**src/rtl/tc_acquire_arbiter.sv**
```systemverilog
// Round-robin arbiter sharing one TileLink acquire port among NREQ requesters,
// with burst locking, per-requester outstanding limits and index-routed grants.
module tc_acquire_arbiter #(
   parameter int NREQ   = 4,
   parameter int IDXW   = 2,
   parameter int XIDW   = 5,
   parameter int PW     = 120,
   parameter int GW     = 90,
   parameter int MAXOUT = 2
) (
   input  logic                   clk,
   input  logic                   reset,
   input  logic [NREQ-1:0]        req_valid,
   output logic [NREQ-1:0]        req_ready,
   input  logic [NREQ-1:0]        req_multibeat,
   input  logic [NREQ*PW-1:0]     req_bits,
   output logic                   acq_valid,
   input  logic                   acq_ready,
   output logic [PW+IDXW-1:0]     acq_bits,
   input  logic                   gnt_valid,
   output logic                   gnt_ready,
   input  logic                   gnt_last,
   input  logic [GW-1:0]          gnt_bits,
   output logic [NREQ-1:0]        rsp_valid,
   input  logic [NREQ-1:0]        rsp_ready,
   output logic [GW-IDXW-1:0]     rsp_bits
);

   // Fields below xact_id: beat[3], a_type[3], union[13], data[64], tag[1]
   localparam int XLSB = 84;
   localparam int CW   = 3;

   typedef enum logic {IDLE, LOCK} state_t;

   state_t            state, state_nxt;
   logic [IDXW-1:0]   rr_ptr, rr_nxt;
   logic [IDXW-1:0]   owner, owner_nxt;
   logic [2:0]        beat, beat_nxt;
   logic [CW-1:0]     cnt [NREQ];

   logic [NREQ-1:0]   eligible;
   logic [NREQ-1:0]   inc, dec;
   logic [IDXW-1:0]   winner, cand, gidx;
   logic              any_elig, acq_fire, gnt_fire;
   logic [PW-1:0]     win_bits;

   always_comb begin
      for (int unsigned i = 0; i < NREQ; i++)
         eligible[i] = req_valid[i] && ((cnt[i] < CW'(MAXOUT)) || (state == LOCK));
   end

   always_comb begin
      winner   = '0;
      any_elig = 1'b0;
      cand     = '0;
      if (state == LOCK) begin
         winner   = owner;
         any_elig = req_valid[owner];
      end else begin
         for (int unsigned k = 0; k < NREQ; k++) begin
            cand = rr_ptr + IDXW'(k);
            if (!any_elig && eligible[cand]) begin
               winner   = cand;
               any_elig = 1'b1;
            end
         end
      end
   end

   always_comb begin
      win_bits  = req_bits[int'(winner)*PW +: PW];
      acq_valid = !reset && any_elig;
      acq_bits  = {win_bits[PW-1:XLSB+XIDW], winner, win_bits[XLSB+XIDW-1:0]};
      req_ready = '0;
      if (acq_valid)
         req_ready[winner] = acq_ready;
      acq_fire  = acq_valid && acq_ready;
   end

   always_comb begin
      gidx      = gnt_bits[GW-1 -: IDXW];
      rsp_bits  = gnt_bits[GW-IDXW-1:0];
      rsp_valid = (!reset && gnt_valid) ? (NREQ'(1) << gidx) : '0;
      gnt_ready = !reset && rsp_ready[gidx];
      gnt_fire  = gnt_valid && gnt_ready;
      dec       = (gnt_fire && gnt_last) ? (NREQ'(1) << gidx) : '0;
   end

   always_comb begin
      state_nxt = state;
      owner_nxt = owner;
      beat_nxt  = beat;
      rr_nxt    = rr_ptr;
      inc       = '0;
      case (state)
         IDLE: begin
            if (acq_fire) begin
               inc[winner] = 1'b1;
               rr_nxt      = winner + IDXW'(1);
               if (req_multibeat[winner]) begin
                  state_nxt = LOCK;
                  owner_nxt = winner;
                  beat_nxt  = 3'd1;
               end
            end
         end
         LOCK: begin
            if (acq_fire) begin
               beat_nxt = beat + 3'd1;
               if (beat == 3'd7)
                  state_nxt = IDLE;
            end
         end
         default: state_nxt = IDLE;
      endcase
   end

   always_ff @(posedge clk or posedge reset) begin
      if (reset) begin
         state  <= IDLE;
         rr_ptr <= '0;
         owner  <= '0;
         beat   <= '0;
      end else begin
         state  <= state_nxt;
         rr_ptr <= rr_nxt;
         owner  <= owner_nxt;
         beat   <= beat_nxt;
      end
   end

   // Same-cycle inc and dec cancel; out-of-range moves saturate instead of wrapping
   always_ff @(posedge clk or posedge reset) begin
      if (reset) begin
         for (int unsigned i = 0; i < NREQ; i++)
            cnt[i] <= '0;
      end else begin
         for (int unsigned i = 0; i < NREQ; i++) begin
            if (inc[i] && !dec[i] && (cnt[i] < CW'(MAXOUT)))
               cnt[i] <= cnt[i] + CW'(1);
            else if (dec[i] && !inc[i] && (cnt[i] != '0))
               cnt[i] <= cnt[i] - CW'(1);
         end
      end
   end

   for (genvar g = 0; g < NREQ; g++) begin : g_cnt_chk
      a_no_overflow  : assert property (@(posedge clk) disable iff (reset)
                          !(inc[g] && !dec[g] && (cnt[g] >= CW'(MAXOUT))));
      a_no_underflow : assert property (@(posedge clk) disable iff (reset)
                          !(dec[g] && !inc[g] && (cnt[g] == '0)));
   end

endmodule

```
**config.mk**
```make
export PLATFORM = sky130hd
export DESIGN_NAME = tc_acquire_arbiter
export DESIGN_NICKNAME = d
export VERILOG_FILES = /design/src/rtl/tc_acquire_arbiter.sv
export SDC_FILE = /design/constraint.sdc
export NUM_CORES = 1
export LEC_CHECK = 0
export BUFFER_PORTS_ARGS = -buffer_cell sky130_fd_sc_hd__buf_4
export CAP_MARGIN = 30
export CORE_AREA = 2 2 318 320
export DETAILED_ROUTE_END_ITERATION = 8
export DIE_AREA = 0 0 320 322
export PLACE_DENSITY = 0.36
export RECOVER_POWER = 50
export SLEW_MARGIN = 20
export SYNTH_ARGS = -nofsm -noshare
export SYNTH_HDL_FRONTEND = slang
export SYNTH_SLANG_ARGS = --single-unit
```
**constraint.sdc**
```tcl
create_clock -name clk -period 3.9 [get_ports clk]
set_input_delay 0.195 -clock clk [delete_from_list [all_inputs] [get_ports clk]]
set_output_delay 0.195 -clock clk [all_outputs]
set_load 0.01 [all_outputs]
```
==> reports/qor.yml <==
grt_pass1_vias: 7732
drtAntennaViolNets: 0
grt-ovfl-total: 0
p_leak_nw: 4.929
cp.arrival_ns: 3.47
cts_buffer_depth: 2
synth_top_area_cell: "a222oi_1"
seq_area_frac_synth_pct: 10.29
tightestPinTransition_ns: 1.449
syn_area_um2: 4865
crit_path_start_kind: "flop"
holdWs_ns: 0.3900
cts_root_buf: "clkbuf_16"
synth_edf_count: 0
maxCapViolCount: 0
rsz0062_at_grt: "false"
drc_errors: 0
worstSkewPairLatency_ns: 0.26
worstSetupPathType: "flop to output pin"
gp_congestion: 0.7779
relSlewSlack_pct: 3.396
dieArea_um2: 103000
dp_hpwl_mm: 53.82
hold_path_depth: 0
end_kind: "output pin"
vias: 7996
max-vdd-ir-drop_mv: 0.3876
pre_cts_slack_ns: 0.4550
fin_skew_ns: 0.001441
synth_cells: 695
cts_tree: "done"
grt_pass1_wl_mm: 74.32
cts_resized: 0
hold_path_class: "primary input to output pin"
drt_iter0_drc: 904
cellPowerDensity_nw_per_um2: 550.6
synth_area_per_cell_um2: 7.000
final_core_util_pct: 10.59
multiInputGateArea_um2: 3336
vias_per_cell: 3.189
synth_fp_nets: 1288
fin_crit_ns: 3.667
fillCellCount: 11660
firstDrtPassIters: 8
die_w_um: 320
antenna_found_initial: 26
ctsHoldBuffers: 0
synth-async-reset-ratio_pct: 100.0
synthFlopType: "dfrtp_1"
slew_violations: 0
pin_count: 807
synth_top_area_share_pct: 24.69
portBuffers: 630
wire_per_inst_um: 23.95
area_growth_pct: 116.7
clock-sinks: 20
grt_start_max_net_pins: 71
clkTransAtPathRegs_ns: 0.06
finalSetupViolations: 0
nets: 1802
numCtsBuffers: 3
fin_crit_sh_pct: 94.01
num_rows: 116
drive_gt1_share_pct: 56.09
synth_seq_cells: 20
cp.required_ns: 3.70
setup_ws_ns: 0.2335
drt_wl_total_mm: 60.05
hold_viol: 0
grt_usage_pct: 10.77
core_area_um2: 99570
instances_no_fill: 2507
ys_types: 65
fin_tns_setup_ns: 0
cts-htree-levels: 1
cp_max_fo: 28
status: "completed"
reg2reg_depth: 10
initial_utilization_pct: 4.886
fp.dieH_um: 322
cts_setup_buffers: 0
dpl.cell_count: 2502
synth.area.top_cells: "a222oi_1, nand2_1, buf_4"
yosysWarningCount: 0
fmax_ghz: 0.2727
seq_area_um2: 500.5
## metrics by stage
step | total power, mW | instance area, µm²
2_1_floorplan | 3.106 | 4865
3_3_place_gp | 5.723 | 10490
4_1_cts | 5.922 | 10570
3_5_place_dp | 5.673 | 10490
6_report | 5.805 | 10540
5_1_grt | 6.264 | 10540
## cell families (layout without fill, tap and decap cells)
family | after synthesis | after routing | synth area share, %
AOI/OAI and AO/OA | 193 | 193 | 36.99
xor gates and xnor gates | 4 | 4 | 0.7203
adders and majority gates | 6 | 6 | 2.160
buffers and inverters | 154 | 666 | 21.71
DFF | 20 | 20 | 10.29
muxes | 6 | 6 | 1.800
other | 0 | 2 | 0
and+or+nand+nor | 312 | 312 | 26.34
## area by class of cell
| type | instances | share of cell area [%] |
|---|---|---|
| antenna | 2 | 0.04748 |
| timing repair buffer | 652 | 47.05 |
| sequential | 20 | 4.748 |
| inverter | 11 | 0.3917 |
| tap | 1298 | 15.41 |
| multi-input combinational | 521 | 31.64 |
| clock buffer | 3 | 0.7122 |
## metal layers
metal / part of all wire [%] / GRT usage, % / vias to the layer above
met1: 40 / 13.12 / 3728
met4: 1.1 / 1.252 / 20
met2: 44 / 16.44 / 590
met3: 15 / 6.640 / 50
li1: - / - / 3608
met5: 0.20 / 0 / -
## critical path: stages (launching register included)
cell and delay, ns:
dfrtp_1 0.55, o21bai_1 0.31, a32o_1 0.34, a211o_1 0.40, o211ai_2 0.15, o31ai_4 0.15, buf_12 0.18, buf_4 0.24
a222oi_1 0.56, nand2_1 0.11, buf_4 0.16
## placed cells by master (no fill, tap or decap), types with 3 or more instances in the layout
cell type,netlist,layout
buf_4,96,639
a21oi_1,11,11
a22o_1,3,3
clkbuf_16,0,3
nand2_1,258,257
clkbuf_1,15,6
nor2_1,18,18
nand3_1,4,4
a222oi_1,120,120
nor2b_1,5,5
inv_1,10,10
buf_12,0,7
xnor2_1,3,3
o211ai_1,5,5
dfrtp_1,20,20
o21ai_0,15,16
or4_1,3,3
nor3_1,4,4
a31oi_1,3,3
fa_1,4,4
or2_2,3,3
and2_0,1,4
## sequential cells by signal, indices dropped and copies added, names as in the netlist
name,flops
beat,3
cnt,12
owner,2
rr_ptr,2
state,1
## synthesized netlist by cell type, drive strengths merged, types with 2 or more instances
cell type,instances
mux4,2
buf,128
a22o,3
a32o,2
dfrtp,20
or4,3
and2,6
xnor2,3
o21ai,17
o311ai,3
nand4b,2
o21a,2
a222oi,120
mux2,2
o32ai,2
a21oi,12
o211ai,6
ha,2
nand3,4
nor3,6
clkbuf,15
a2111oi,2
a31oi,3
fa,4
mux2i,2
inv,11
nor3b,2
or2,4
nand2,258
nor2,18
a21boi,2
o21ba,2
nor2b,5
a211oi,2
o21bai,4
a22oi,2
## report_power, final
| part | switching, mW | internal (mW) | total [mW] |
|---|---|---|---|
| clock network | 0.0875 | 0.136 | 0.223 |
| registers | 0.122 | 0.274 | 0.396 |
| logic | 2.80 | 2.39 | 5.19 |
| total | 3.01 | 2.80 | 5.80 |
## path summary, 6_finish.rpt
path | from | end | slack, ns
worst min-delay path | gnt_bits[16] | rsp_bits[16] | 0.39
min in group asynchronous | reset | cnt[8] | 0.49
worst max-delay path | state | acq_bits[52] | 0.23
worst max register to register | state | cnt[2] | 0.44
max in group asynchronous | reset | cnt[10] | 2.56
worst min register to register | beat[0] | beat[0] | 0.48
Note: power is estimated with default switching activity, not from simulation.
